===== config.mk =====
export PLATFORM = sky130hd
export DESIGN_NAME = pll_loop_filter_flat
export DESIGN_NICKNAME = d
export VERILOG_FILES = /design/src/rtl/pll_loop_filter_if.sv /design/src/rtl/pll_loop_filter.sv /design/src/flat_wrapper.sv
export SDC_FILE = /design/constraint.sdc
export NUM_CORES = 1
export LEC_CHECK = 0
export CAP_MARGIN = 20
export CORE_AREA = 2 2 93 112
export CTS_CLUSTER_DIAMETER = 150
export DETAILED_ROUTE_END_ITERATION = 6
export DIE_AREA = 0 0 95 114
export PLACE_DENSITY_LB_ADDON = 0.05
export SLEW_MARGIN = 10
export SYNTH_ARGS = -nofsm -noshare
export SYNTH_HDL_FRONTEND = slang
export SYNTH_SLANG_ARGS = --single-unit
export TNS_END_PERCENT = 10

===== constraint.sdc =====
create_clock -name clk_i -period 7.7 [get_ports clk_i]
set_input_delay 1.54 -clock clk_i [delete_from_list [all_inputs] [get_ports clk_i]]
set_output_delay 1.54 -clock clk_i [all_outputs]
set_load 0.03 [all_outputs]

===== src/rtl/pll_loop_filter_if.sv =====
// Phase-detector decision inputs and NCO tuning outputs of the PLL loop filter.
// The master drives decisions; the slave (loop filter) drives the tuning word and status.
interface pll_loop_filter_if #(
   parameter int FTW_WIDTH = 32
);
   logic                 pd_valid;
   logic                 pd_early;
   logic                 pd_late;
   logic                 hold;
   logic [FTW_WIDTH-1:0] ftw;
   logic                 ftw_valid;
   logic                 locked;
   logic                 sat;

   modport master (output pd_valid, pd_early, pd_late, hold,
                   input  ftw, ftw_valid, locked, sat);
   modport slave  (input  pd_valid, pd_early, pd_late, hold,
                   output ftw, ftw_valid, locked, sat);
endinterface


===== src/rtl/pll_loop_filter.sv =====
// Bang-bang PI loop filter: early/late decisions -> NCO tuning word.
// Includes a clamped integrator and a window-based lock detector.
module pll_loop_filter #(
   parameter int                 FTW_WIDTH   = 32,
   parameter logic [FTW_WIDTH-1:0] FTW_NOMINAL = 32'h2000_0000,
   parameter int                 KP          = 1024,
   parameter int                 KI          = 16,
   parameter int                 INT_LIMIT   = 1048576,
   parameter int                 LOCK_WINDOW = 256,
   parameter int                 LOCK_THRESH = 8,
   parameter int                 LOCK_COUNT  = 4
) (
   input  logic             clk_i,
   input  logic             rst_i,
   pll_loop_filter_if.slave bus
);
   localparam int W  = FTW_WIDTH;
   localparam int DW = $clog2(LOCK_WINDOW + 1);
   localparam int BW = $clog2(LOCK_WINDOW) + 2;
   localparam int GW = $clog2(LOCK_COUNT + 1);

   localparam logic signed [W:0]    KI_S    = (W+1)'(KI);
   localparam logic signed [W:0]    LIM_P   = (W+1)'(INT_LIMIT);
   localparam logic signed [W:0]    LIM_N   = -LIM_P;
   localparam logic [W-1:0]         KP_U    = W'(KP);
   localparam logic [DW-1:0]        WIN_END = DW'(LOCK_WINDOW - 1);
   localparam logic signed [BW-1:0] BAL_ONE = BW'(1);
   localparam logic signed [BW-1:0] THR     = BW'(LOCK_THRESH);
   localparam logic [GW-1:0]        GC_END  = GW'(LOCK_COUNT - 1);
   localparam logic [GW-1:0]        GC_ONE  = GW'(1);

   typedef enum logic [1:0] {UNLOCKED, ACQUIRING, LOCKED} state_e;

   state_e                 state_q;
   logic signed [W-1:0]    integ_q, integ_d;
   logic [W-1:0]           ftw_q, ftw_d, prop;
   logic                   ftw_valid_q, locked_q, sat_q, sat_d;
   logic [DW-1:0]          dec_cnt_q;
   logic signed [BW-1:0]   bal_q, bal_inc, bal_abs;
   logic [GW-1:0]          good_cnt_q;
   logic signed [W:0]      integ_sum;
   logic                   up, dn, win_close, good;

   // both-set, neither-set and hold all collapse to a no-op here
   assign up = bus.pd_valid & bus.pd_late & ~bus.pd_early & ~bus.hold;
   assign dn = bus.pd_valid & bus.pd_early & ~bus.pd_late & ~bus.hold;

   always_comb begin
      integ_sum = {integ_q[W-1], integ_q};
      if (up)      integ_sum = integ_sum + KI_S;
      else if (dn) integ_sum = integ_sum - KI_S;

      // one extra bit so the clamp sees the true sum before truncation
      if (integ_sum > LIM_P)      integ_d = LIM_P[W-1:0];
      else if (integ_sum < LIM_N) integ_d = LIM_N[W-1:0];
      else                        integ_d = integ_sum[W-1:0];

      sat_d = (integ_d == LIM_P[W-1:0]) || (integ_d == LIM_N[W-1:0]);

      prop = '0;
      if (up)      prop = KP_U;
      else if (dn) prop = -KP_U;
      ftw_d = FTW_NOMINAL + W'(integ_d) + prop;
   end

   always_comb begin
      bal_inc   = up ? bal_q + BAL_ONE : bal_q - BAL_ONE;
      bal_abs   = bal_inc[BW-1] ? -bal_inc : bal_inc;
      good      = bal_abs <= THR;
      win_close = (up | dn) && (dec_cnt_q == WIN_END);
   end

   always_ff @(posedge clk_i) begin
      if (rst_i) begin
         integ_q     <= '0;
         ftw_q       <= FTW_NOMINAL;
         ftw_valid_q <= 1'b0;
         sat_q       <= 1'b0;
         locked_q    <= 1'b0;
         dec_cnt_q   <= '0;
         bal_q       <= '0;
         good_cnt_q  <= '0;
         state_q     <= UNLOCKED;
      end else begin
         integ_q     <= integ_d;
         ftw_q       <= ftw_d;
         ftw_valid_q <= up | dn;
         sat_q       <= sat_d;
         if (up | dn) begin
            if (win_close) begin
               dec_cnt_q <= '0;
               bal_q     <= '0;
               case (state_q)
                  UNLOCKED: if (good) begin
                     good_cnt_q <= GC_ONE;
                     if (LOCK_COUNT == 1) begin
                        state_q  <= LOCKED;
                        locked_q <= 1'b1;
                     end else begin
                        state_q  <= ACQUIRING;
                     end
                  end
                  ACQUIRING: if (good) begin
                     good_cnt_q <= good_cnt_q + GC_ONE;
                     if (good_cnt_q == GC_END) begin
                        state_q  <= LOCKED;
                        locked_q <= 1'b1;
                     end
                  end else begin
                     state_q    <= UNLOCKED;
                     good_cnt_q <= '0;
                  end
                  LOCKED: if (!good) begin
                     state_q    <= UNLOCKED;
                     locked_q   <= 1'b0;
                     good_cnt_q <= '0;
                  end
                  default: begin
                     state_q    <= UNLOCKED;
                     locked_q   <= 1'b0;
                     good_cnt_q <= '0;
                  end
               endcase
            end else begin
               dec_cnt_q <= dec_cnt_q + DW'(1);
               bal_q     <= bal_inc;
            end
         end
      end
   end

   assign bus.ftw       = ftw_q;
   assign bus.ftw_valid = ftw_valid_q;
   assign bus.locked    = locked_q;
   assign bus.sat       = sat_q;
endmodule


===== src/flat_wrapper.sv =====
// flat-port wrapper written by rule: the top's interface ports become plain ports
module pll_loop_filter_flat 
#(
   parameter int                 FTW_WIDTH   = 32,
   parameter logic [FTW_WIDTH-1:0] FTW_NOMINAL = 32'h2000_0000,
   parameter int                 KP          = 1024,
   parameter int                 KI          = 16,
   parameter int                 INT_LIMIT   = 1048576,
   parameter int                 LOCK_WINDOW = 256,
   parameter int                 LOCK_THRESH = 8,
   parameter int                 LOCK_COUNT  = 4
)
  (clk_i, rst_i, bus_pd_valid, bus_pd_early, bus_pd_late, bus_hold, bus_ftw, bus_ftw_valid, bus_locked, bus_sat);
  pll_loop_filter_if #(.FTW_WIDTH(FTW_WIDTH)) bus_i ();
  input  logic clk_i;
  input  logic rst_i;
  input wire logic [$bits(bus_i.pd_valid)-1:0] bus_pd_valid;
  input wire logic [$bits(bus_i.pd_early)-1:0] bus_pd_early;
  input wire logic [$bits(bus_i.pd_late)-1:0] bus_pd_late;
  input wire logic [$bits(bus_i.hold)-1:0] bus_hold;
  output wire logic [$bits(bus_i.ftw)-1:0] bus_ftw;
  output wire logic [$bits(bus_i.ftw_valid)-1:0] bus_ftw_valid;
  output wire logic [$bits(bus_i.locked)-1:0] bus_locked;
  output wire logic [$bits(bus_i.sat)-1:0] bus_sat;
  assign bus_i.pd_valid = bus_pd_valid;
  assign bus_i.pd_early = bus_pd_early;
  assign bus_i.pd_late = bus_pd_late;
  assign bus_i.hold = bus_hold;
  assign bus_ftw = bus_i.ftw;
  assign bus_ftw_valid = bus_i.ftw_valid;
  assign bus_locked = bus_i.locked;
  assign bus_sat = bus_i.sat;
  pll_loop_filter #(.FTW_WIDTH(FTW_WIDTH), .FTW_NOMINAL(FTW_NOMINAL), .KP(KP), .KI(KI), .INT_LIMIT(INT_LIMIT), .LOCK_WINDOW(LOCK_WINDOW), .LOCK_THRESH(LOCK_THRESH), .LOCK_COUNT(LOCK_COUNT)) u_core (.clk_i(clk_i), .rst_i(rst_i), .bus(bus_i));
endmodule

# Word-level counts from Yosys, hierarchy flattened

Index checks and enable logic that the tools add are counted.

Logic and storage cells: 72
Register bits after elaboration: 91

Magnitude comparators: 3
Multiplexer cells: 23
$add $sub $neg: 9
Bitwise gates (word level): 11
Equality and inequality tests: 11
Reduce and logical (&&, ||, !) cells: 6

Operators by type and width:

| cell                     | count |
|---|---|
| $mux W32                 | 4 |
| $mux W33                 | 2 |
| $add A32 B6 Y33 const B  | 1 |
| $gt A33 B22 Y1 const B   | 1 |
| $lt A33 B21 Y1 const B   | 1 |
| $sub A32 B6 Y33 const B  | 1 |
| $add A30 B32 Y32 const A | 1 |
| $add A32 B32 Y32         | 1 |
| $eq A32 B21 Y1 const B   | 1 |
| $eq A32 B32 Y1 const B   | 1 |
| $mux W10                 | 3 |
| $add A10 B2 Y10 const B  | 1 |
| $le A10 B5 Y1 const B    | 1 |
| $neg A10 Y10             | 1 |
| $sub A10 B2 Y10 const B  | 1 |
| $add A9 B1 Y9 const B    | 1 |
| $eq A9 B8 Y1 const B     | 1 |
| $mux W3                  | 3 |
| $mux W9                  | 1 |
| $pmux W3 S3              | 1 |
| $mux W2                  | 4 |
| $and A1 B1 Y1            | 6 |
| $ne A2 B1 Y1 const B     | 3 |
| $pmux W2 S3              | 1 |
| 16 further kinds         | 21 |

# Logic depth before layout (Yosys ltp)

Gate-level depths: netlist (run 1).

Word-level depth: 10
Depth in mapped cells: 26

# Worst setup path after synthesis (run 1)

OpenSTA, ideal clock, no wires.

Kind: in2reg
Start: in bus_hold
End: reg u_core.ftw_q[29] (netlist: u_core.bus.ftw[29])
Arrival: 6882 ps
Setup time: 117 ps
Required time: 7583 ps
Stages on the path: 24
Setup slack: 701 ps
Cells stage by stage: nand4bb_1 -> inv_1 -> nand4_1 -> nor4_4 -> nor3b_1 -> a21oi_1 -> xnor2_1 -> and4b_1 -> a22oi_1 -> clkbuf_1 -> nor2_1 -> ha_1 -> ha_1 -> fa_1 -> a21o_1 -> a21oi_1 -> o21bai_1 -> a21oi_1 -> o21ai_0 -> a41oi_1 -> a211oi_1 -> nor3_1 -> xor2_1 -> nand2b_1

Word-level cells in the longest chain between the ends: 9
Elaborated cells on any way between the ends: 13

Ends and longest elaborated chain:

| item                   | RTL line                                     | source |
|---|---|---|
| start, declared        | flat_wrapper.sv:20                           | `input wire logic [$bits(bus_i.hold)-1:0] bus_hold;` |
| $not A1 Y1 *           | pll_loop_filter.sv:45, pll_loop_filter.sv:46 |  |
| $and A1 B1 Y1          | pll_loop_filter.sv:46                        | `assign dn = bus.pd_valid & bus.pd_early & ~bus.pd_late & ~bus.hold;` |
| $mux W33               | pll_loop_filter.sv:51                        | `else if (dn) integ_sum = integ_sum - KI_S;` |
| $mux W33 *             | pll_loop_filter.sv:50                        | `if (up) integ_sum = integ_sum + KI_S;` |
| $lt A33 B21 Y1         | pll_loop_filter.sv:55                        | `else if (integ_sum < LIM_N) integ_d = LIM_N[W-1:0];` |
| $mux W32               | pll_loop_filter.sv:55                        |  |
| $mux W32 *             | pll_loop_filter.sv:54                        | `if (integ_sum > LIM_P) integ_d = LIM_P[W-1:0];` |
| via u_core.integ_d[11] | pll_loop_filter.sv:35                        | `logic signed [W-1:0] integ_q, integ_d;` |
| $add A30 B32 Y32 *     | pll_loop_filter.sv:63                        | `ftw_d = FTW_NOMINAL + W'(integ_d) + prop;` |
| $add A32 B32 Y32 *     | pll_loop_filter.sv:63                        |  |
| end signal, assigned   | pll_loop_filter.sv:86                        | `ftw_q <= ftw_d;` |
| end, declared          | pll_loop_filter.sv:36                        | `logic [W-1:0] ftw_q, ftw_d, prop;` |

The timed path passes the listed nets; every way through them passes the cells marked *.
A chain may end at the register's enable or synchronous reset.

# Worst setup path in the final report (run 1)

Start: in bus_pd_early
End: reg u_core.ftw_q[29] (netlist: u_core.bus.ftw[29])

Word-level cells in the longest chain between the ends: 10
Elaborated cells on any way between the ends: 16

Ends and longest elaborated chain:

| item                        | RTL line              | source |
|---|---|---|
| start, declared             | flat_wrapper.sv:18    | `input wire logic [$bits(bus_i.pd_early)-1:0] bus_pd_early;` |
| $and A1 B1 Y1 (3 in series) | pll_loop_filter.sv:46 |  |
| $mux W33                    | pll_loop_filter.sv:51 |  |
| $mux W33 *                  | pll_loop_filter.sv:50 |  |
| $lt A33 B21 Y1              | pll_loop_filter.sv:55 |  |
| $mux W32                    | pll_loop_filter.sv:55 |  |
| $mux W32 *                  | pll_loop_filter.sv:54 |  |
| via u_core.integ_d[11]      | pll_loop_filter.sv:35 |  |
| $add A30 B32 Y32 *          | pll_loop_filter.sv:63 |  |
| $add A32 B32 Y32 *          | pll_loop_filter.sv:63 |  |

Marked as above.

==> results of run 1 <==
## through the flow
stage	cells	area, um^2	util	total power [mW]	setup WS (ns)
floorplan	707	5720	-	0.888	0.701
global placement	846	6140	0.623	0.999	0.319
detailed placement	846	6140	0.623	1.01	0.0743
CTS	862	6450	0.654	1.45	0.360
global route	863	6480	0.657	1.53	0.0349
finish	863	6480	0.657	1.45	0.473
## cell families after synthesis
| kind of cell | count (synthesis) |
|---|---|
| and+or+nand+nor | 294 |
| AOI/OAI and AO/OA | 136 |
| buffers and inverters | 71 |
| adders and majority gates | 58 |
| DFF | 81 |
| muxes | 5 |
| xor gates and xnor gates | 62 |
## final timing paths
kind / startpoint / end / slack (ns) / cells past startpoint
min reg2reg: u_core.bus.ftw[3] / u_core.bus.ftw[3] / 0.46 / 2
min: u_core.bus.ftw[3] / u_core.bus.ftw[3] / 0.46 / 2
max reg2reg: u_core.integ_q[12] / u_core.bus.ftw[29] / 1.54 / 22
max: bus_pd_early / u_core.bus.ftw[29] / 0.47 / 24
## metal layers
metal / track usage / up-vias / part of all wire
li1: - / 2550 / -
met1: 0.286 / 2365 / 0.43
met2: 0.428 / 84 / 0.51
met3: 0.0416 / 32 / 0.028
met4: 0.0976 / 0 / 0.029
met5: 0 / - / 0
## power groups by stage
stage | combinational, mW | clock, mW | sequential, mW
global placement | 0.507 | 0 | 0.492
finish | 0.522 | 0.441 | 0.484
CTS | 0.521 | 0.447 | 0.484
global route | 0.579 | 0.463 | 0.489
detailed placement | 0.517 | 0 | 0.493
floorplan | 0.373 | 0 | 0.514
## area by class of cell
type,count,area share
clock buffer,11,0.0375
clock inverter,5,0.0100
inverter,33,0.0195
multi-input combinational,555,0.581
sequential,81,0.250
tap,126,0.0243
timing repair buffer,52,0.0769
## state kept, by name, summed over array words and instances (netlist names)
name,flops
u_core.good_cnt_q,3
u_core.bus.ftw_valid,1
u_core.bus.sat,1
u_core.bus.locked,1
u_core.integ_q,22
u_core.bus.ftw,32
u_core.dec_cnt_q,9
u_core.bal_q,10
u_core.state_q,2
## what timing repair did
item / CTS / global route
resized for setup: 0 / 1
hold endpoints to repair: 0 / 0
endpoints found under the setup margin: 0 / 2
## cell usage in the layout, fill, tap and decap left out, types with 4 or more instances in the layout
cell             netlist  routed
nor3b_1                6       6
clkbuf_16              0       9
inv_1                 32      32
xnor2_1               40      40
nor3_1                26      26
clkinv_4               0       4
nor4_1                 9       9
nand2b_1               8       8
a21o_1                 8       8
a21oi_1               56      56
o21ai_0               14      14
and3_1                 9       9
a31oi_1                4       4
o21bai_1               4       4
dfxtp_1               81      81
or2_2                  8       8
nand4_1               14      14
o31ai_1                4       4
o22ai_1                6       6
xor2_1                21      21
mux2i_1                4       4
nand2_1               51      51
ha_1                  56      56
or4_1                  4       4
or3_1                  9       9
nor2b_1                7       7
nor2_1                92      92
nand3_1               25      25
nor4b_1                4       4
clkdlybuf4s50_1        0      39
buf_4                 10      11
## worst min-delay path, stage by stage (launching register included)
cell	delay [ns]
dfxtp_1	0.31
inv_1	0.06
nor2_1	0.04
==> impl_metrics.tcl, run 1 <==
set metrics [dict create \
    die_w_um 95 \
    detail-route-antenna-nets 0 \
    power_frac_clock 0.305 \
    max-vdd-ir-drop_mv 0.131 \
    fin_setup_tns_ns 0 \
    synth_xor_area_frac 0.0973 \
    grt_pass1_wl_um 21200 \
    crit_slowest_cell "nor3_1" \
    dieArea_um2 10800 \
    synthSimpleGateAreaFrac 0.265 \
    cts_max_path_buffers 2 \
    yosys-top-cells-area "dfxtp_1, ha_1, xnor2_1" \
    start_util 0.580 \
    rsz0062_at_grt "no" \
    maxSlewViolCount 0 \
    synthAdderAreaFrac 0.129 \
    multi_input_area_um2 3770 \
    powerDensity_nw_per_um2 223 \
    hpwl_um 9530 \
    fillers 855 \
    antenna_cells 0 \
    p_sw_mw 0.514 \
    hold_slack_ns 0.458 \
    cp_data_required_time_ns 7.94 \
    grt_max_degree 62 \
    fin_skew_ns 0.00880 \
    clock_latency_ns 0.35 \
    crit_chain "clkdlybuf4s50_1, and4bb_1, buf_4, nand3_1, nor3_1, a32oi_1, xnor2_1, a2111oi_0, and4b_1, a22oi_1, nor2_1, ha_1, ha_1, fa_1, a21o_1, a21oi_1, o21bai_1, a21oi_1, o21ai_0, a41oi_2, a211oi_1, nor3_1, xor2_1, nand2b_1" \
    synth_compound_area_frac 0.157 \
    finalHoldViolCount 0 \
    muxShareOfSynthArea 0.00897 \
    synth-async-reset-ratio 0 \
    endpoint_kind "register" \
    synth_top_family_by_area "simple AND/OR/NAND/NOR gates" \
    antenna_found_initial 0 \
    vias 5031 \
    leakage_nw 2.67 \
    die_y_um 114 \
    startpoint_type "primary input" \
    wirelength_um 12700 \
    status "finished clean" \
    grt.overflow.total 0 \
    grt_pass1_vias 4796 \
    yosysTopAreaCell "dfxtp_1" \
    num_rows 40 \
    synth_fp_nets 771 \
    synth_top_area_frac 0.283 \
    yosysMostFrequentCell "nor2_1" \
    io_pins 41 \
    syn_to_final_growth_pct 13.3 \
    setup_viol 0 \
    wl_per_cell_um 14.7 \
    syn_inst 707 \
    hold_buffers 0 \
    path_class "in -> reg" \
    h-tree-depth 3 \
    grtUsageTotal 0.242 \
    min_path_type "reg -> reg" \
    slowest_delay_ns 0.51 \
    slew_headroom 0.512 \
    drv_cap 0 \
    tightest_slew_ns 0.727 \
    critPathMaxFanout 8 \
    yosysUniqueCellTypes 74 \
    timing.final.crit_share 0.939 \
    cts_setup_buffers 0 \
    yosys-top-cells-count "nor2_1, dfxtp_1, a21oi_1, ha_1, nand2_1" \
    coreArea_um2 9860 \
    synth_seq_cells 81 \
    synth_enable_flop_cells 0 \
    internal_power_mw 0.933 \
    cts_tree "done" \
    path_clk_slew_ns 0.06 \
    synth_area_um2 5720 \
    seqPwrFrac 0.335 \
    worst-path-buf-inv 2 \
    drc_errors 0 \
    swShare 0.355 \
    critPathArrivalTime_ns 7.47 \
    fin_crit_ns 7.23 \
    drtPass1Iterations 5 \
    numCtsBuffers 9 \
    fmax_ghz 0.138 \
    drtIter0Drc 257 \
    numPortBuffers 40 \
    syn_area_per_cell_um2 8.09 \
    drive_above_1_share 0.0760 \
    globalplace.congestion 0.957 \
    yosysSeqAreaShare 0.283 \
    ys.flop_type "dfxtp_1" \
    combPwrFrac 0.361 \
    cts_sinks 81 \
    regArea_um2 1620 \
    clock_tree.root_cell "clkbuf_16" \
    cp_top_family "compound AO/OA/AOI/OAI gates" \
    nNetsFinal 796 \
    yosysWarnings 0 \
    vias_per_cell 5.83 \
]
Note: power is estimated with default switching activity, not from simulation.
==> inputs of run 2 (changes only) <==
- SLEW_MARGIN: 10 -> not set
==> results of run 2 <==
The final DEF is identical to that of run 1; final timing and power are the same.
==> inputs of run 3 (changes only) <==
- CTS_BUF_LIST: not set -> sky130_fd_sc_hd__clkbuf_8
- REMOVE_ABC_BUFFERS: not set -> 1
- TNS_END_PERCENT: 10 -> not set
==> run 3 against run 2 <==
  * Total power down 9.9%
  * Sequential share of layout area up 0.33 points
  * Largest power group unchanged
  * Largest cell class unchanged
  * Critical path type unchanged
  * Setup slack better by 0.0051 ns
==> impl_metrics.tcl, run 3 (synthesized netlist as in run 1, its figures left out) <==
set metrics [dict create \
    status "finished clean" \
    nNetsFinal 800 \
    largest_reg_flops 32 \
    cts_sinks 81 \
    hold_slack_ns 0.460 \
    grtUsageTotal 0.248 \
    drv_cap 0 \
    worstHoldPathCells 2 \
    slew_headroom 0.548 \
    setup_viol 0 \
    vias 5078 \
    tightest_slew_ns 0.673 \
    syn_to_final_growth_pct 11.8 \
    cp_top_family "simple AND/OR/NAND/NOR gates" \
    path_clk_slew_ns 0.08 \
    rsz0062_at_grt "no" \
    h-tree-depth 3 \
    final_cell_mix "nor2_1, dfxtp_1, ha_1" \
    wirelength_um 12800 \
    drive_above_1_share 0.0864 \
    globalplace.congestion 1.02 \
    start_util 0.580 \
    drc_errors 0 \
    crit_chain "clkdlybuf4s50_1, nand4bb_2, or4_1, or4_4, o22ai_1, xor2_1, nor4_1, and4b_1, a22oi_1, buf_4, nor2_1, ha_1, ha_1, fa_1, a21o_1, a21oi_1, o21bai_1, a21oi_2, o21ai_1, a41oi_2, a211oi_1, nor3_1, or3_1, a21oi_1" \
    vias_per_cell 5.86 \
    cts_max_path_buffers 2 \
    dieArea_um2 10800 \
    wl_per_cell_um 14.8 \
    hp-start "u_core.bus.ftw[0]" \
    hpwl_um 9440 \
    fin_skew_ns 0.00884 \
    dpl.cell_count 850 \
    finalHoldViolCount 0 \
    timing.final.crit_share 0.938 \
    maxSlewViolCount 0 \
    hold_buffers 0 \
    antenna_found_initial 0 \
    final_cells 867 \
    finalWorstSetupSlack_ns 0.478 \
    max-vdd-ir-drop_mv 0.151 \
    cts_tree "done" \
    startpoint_type "primary input" \
    numCtsBuffers 9 \
    critPathArrivalTime_ns 7.44 \
    die_y_um 114 \
    rr_endpoint "u_core.bus.ftw[31]" \
    coreArea_um2 9860 \
    place_area_um2 6170 \
    p_total_mw 1.30 \
    drtIter0Drc 250 \
    detail-route-antenna-nets 0 \
    leakage_nw 2.64 \
    grt_pass1_wl_um 21700 \
    path_class "in -> reg" \
    numPortBuffers 40 \
    clock_tree.root_cell "clkbuf_8" \
    grt.overflow.total 0 \
    powerDensity_nw_per_um2 204 \
    crit_slowest_cell "or4_4" \
    worst-path-buf-inv 2 \
    pre_cts_slack_ns -0.104 \
    slowest_delay_ns 0.56 \
    num_rows 40 \
    die_w_um 95 \
    cp_data_required_time_ns 7.92 \
    layout_commonest_cell "nor2_1" \
    drtPass1Iterations 5 \
    rr_worst_depth 23 \
    hold_path_end "u_core.bus.ftw[0]" \
    clock_latency_ns 0.35 \
    fmax_ghz 0.138 \
    grt_max_degree 62 \
    fin_area_um2 6390 \
    endpoint_kind "register" \
    min_path_type "reg -> reg" \
    io_pins 41 \
    reg2reg_from "u_core.integ_q[12]" \
    grt_pass1_vias 4902 \
    r2r_setup_slack_ns 1.53 \
    fin_crit_ns 7.22 \
    antenna_cells 0 \
    critPathMaxFanout 12 \
]
==> run 3: changes by cell type in the layout (fill, tap and decap cells not counted), moves of 2 or more <==
cell,delta
buf_4,+5
clkinv_4,-2
clkbuf_16,-9
clkbuf_8,+10
==> run 3: layout make-up <==
type                    instances  area, um^2
clock buffers                  11         151
clock inverters                 5        38.8
fillers                       844        3470
inverters                      33         126
multi-input cells             555        3780
flip-flops and latches         81        1620
well taps                     126         158
repair buffers                 56         515
==> run 3: power by group <==
part	internal, mW	total (mW)	switching (mW)
Clock	0.137	0.302	0.165
Combinational	0.213	0.517	0.305
Sequential	0.454	0.485	0.0318
==> run 3: how the worst max path moves through the flow <==
stage / startpoint / end / depth (start not counted)
floorplan: bus_hold / u_core.bus.ftw[29] / 23
global placement: bus_pd_late / u_core.bus.ftw[29] / 24
detailed placement: bus_pd_late / u_core.bus.ftw[31] / 24
CTS: bus_pd_late / u_core.bus.ftw[31] / 24
global route: bus_pd_early / u_core.bus.ftw[31] / 26
finish: bus_pd_late / u_core.bus.ftw[31] / 24
==> run 3: through the flow <==
step | util | setup TNS [ns]
after global routing | 0.648 | 0
after floorplan | - | 0
after global placement | 0.626 | 0
after detailed placement | 0.626 | -0.143
final | 0.648 | 0
after CTS | 0.645 | 0
==> run 3: what timing repair did <==
action,4_1_cts,5_1_grt
setup buffers,0,1
endpoints found under the hold margin,0,0
resized for setup,0,5
setup endpoints to repair,0,4
==> run 3: tightest hold or removal path: cells and delay by family (launching register included) <==
| kind | cells | cell delay, ns |
|---|---|---|
| DFF | 1 | 0.32 |
| buffers and inverters | 1 | 0.06 |
| and+or+nand+nor | 1 | 0.04 |
==> run 3: per-layer routing <==
layer / share of wire / track usage / vias to the layer above
li1: - / - / 2572
met3: 0.031 / 0.0456 / 16
met5: 0 / 0 / -
met4: 0.013 / 0.0783 / 0
met2: 0.54 / 0.464 / 91
met1: 0.42 / 0.279 / 2399
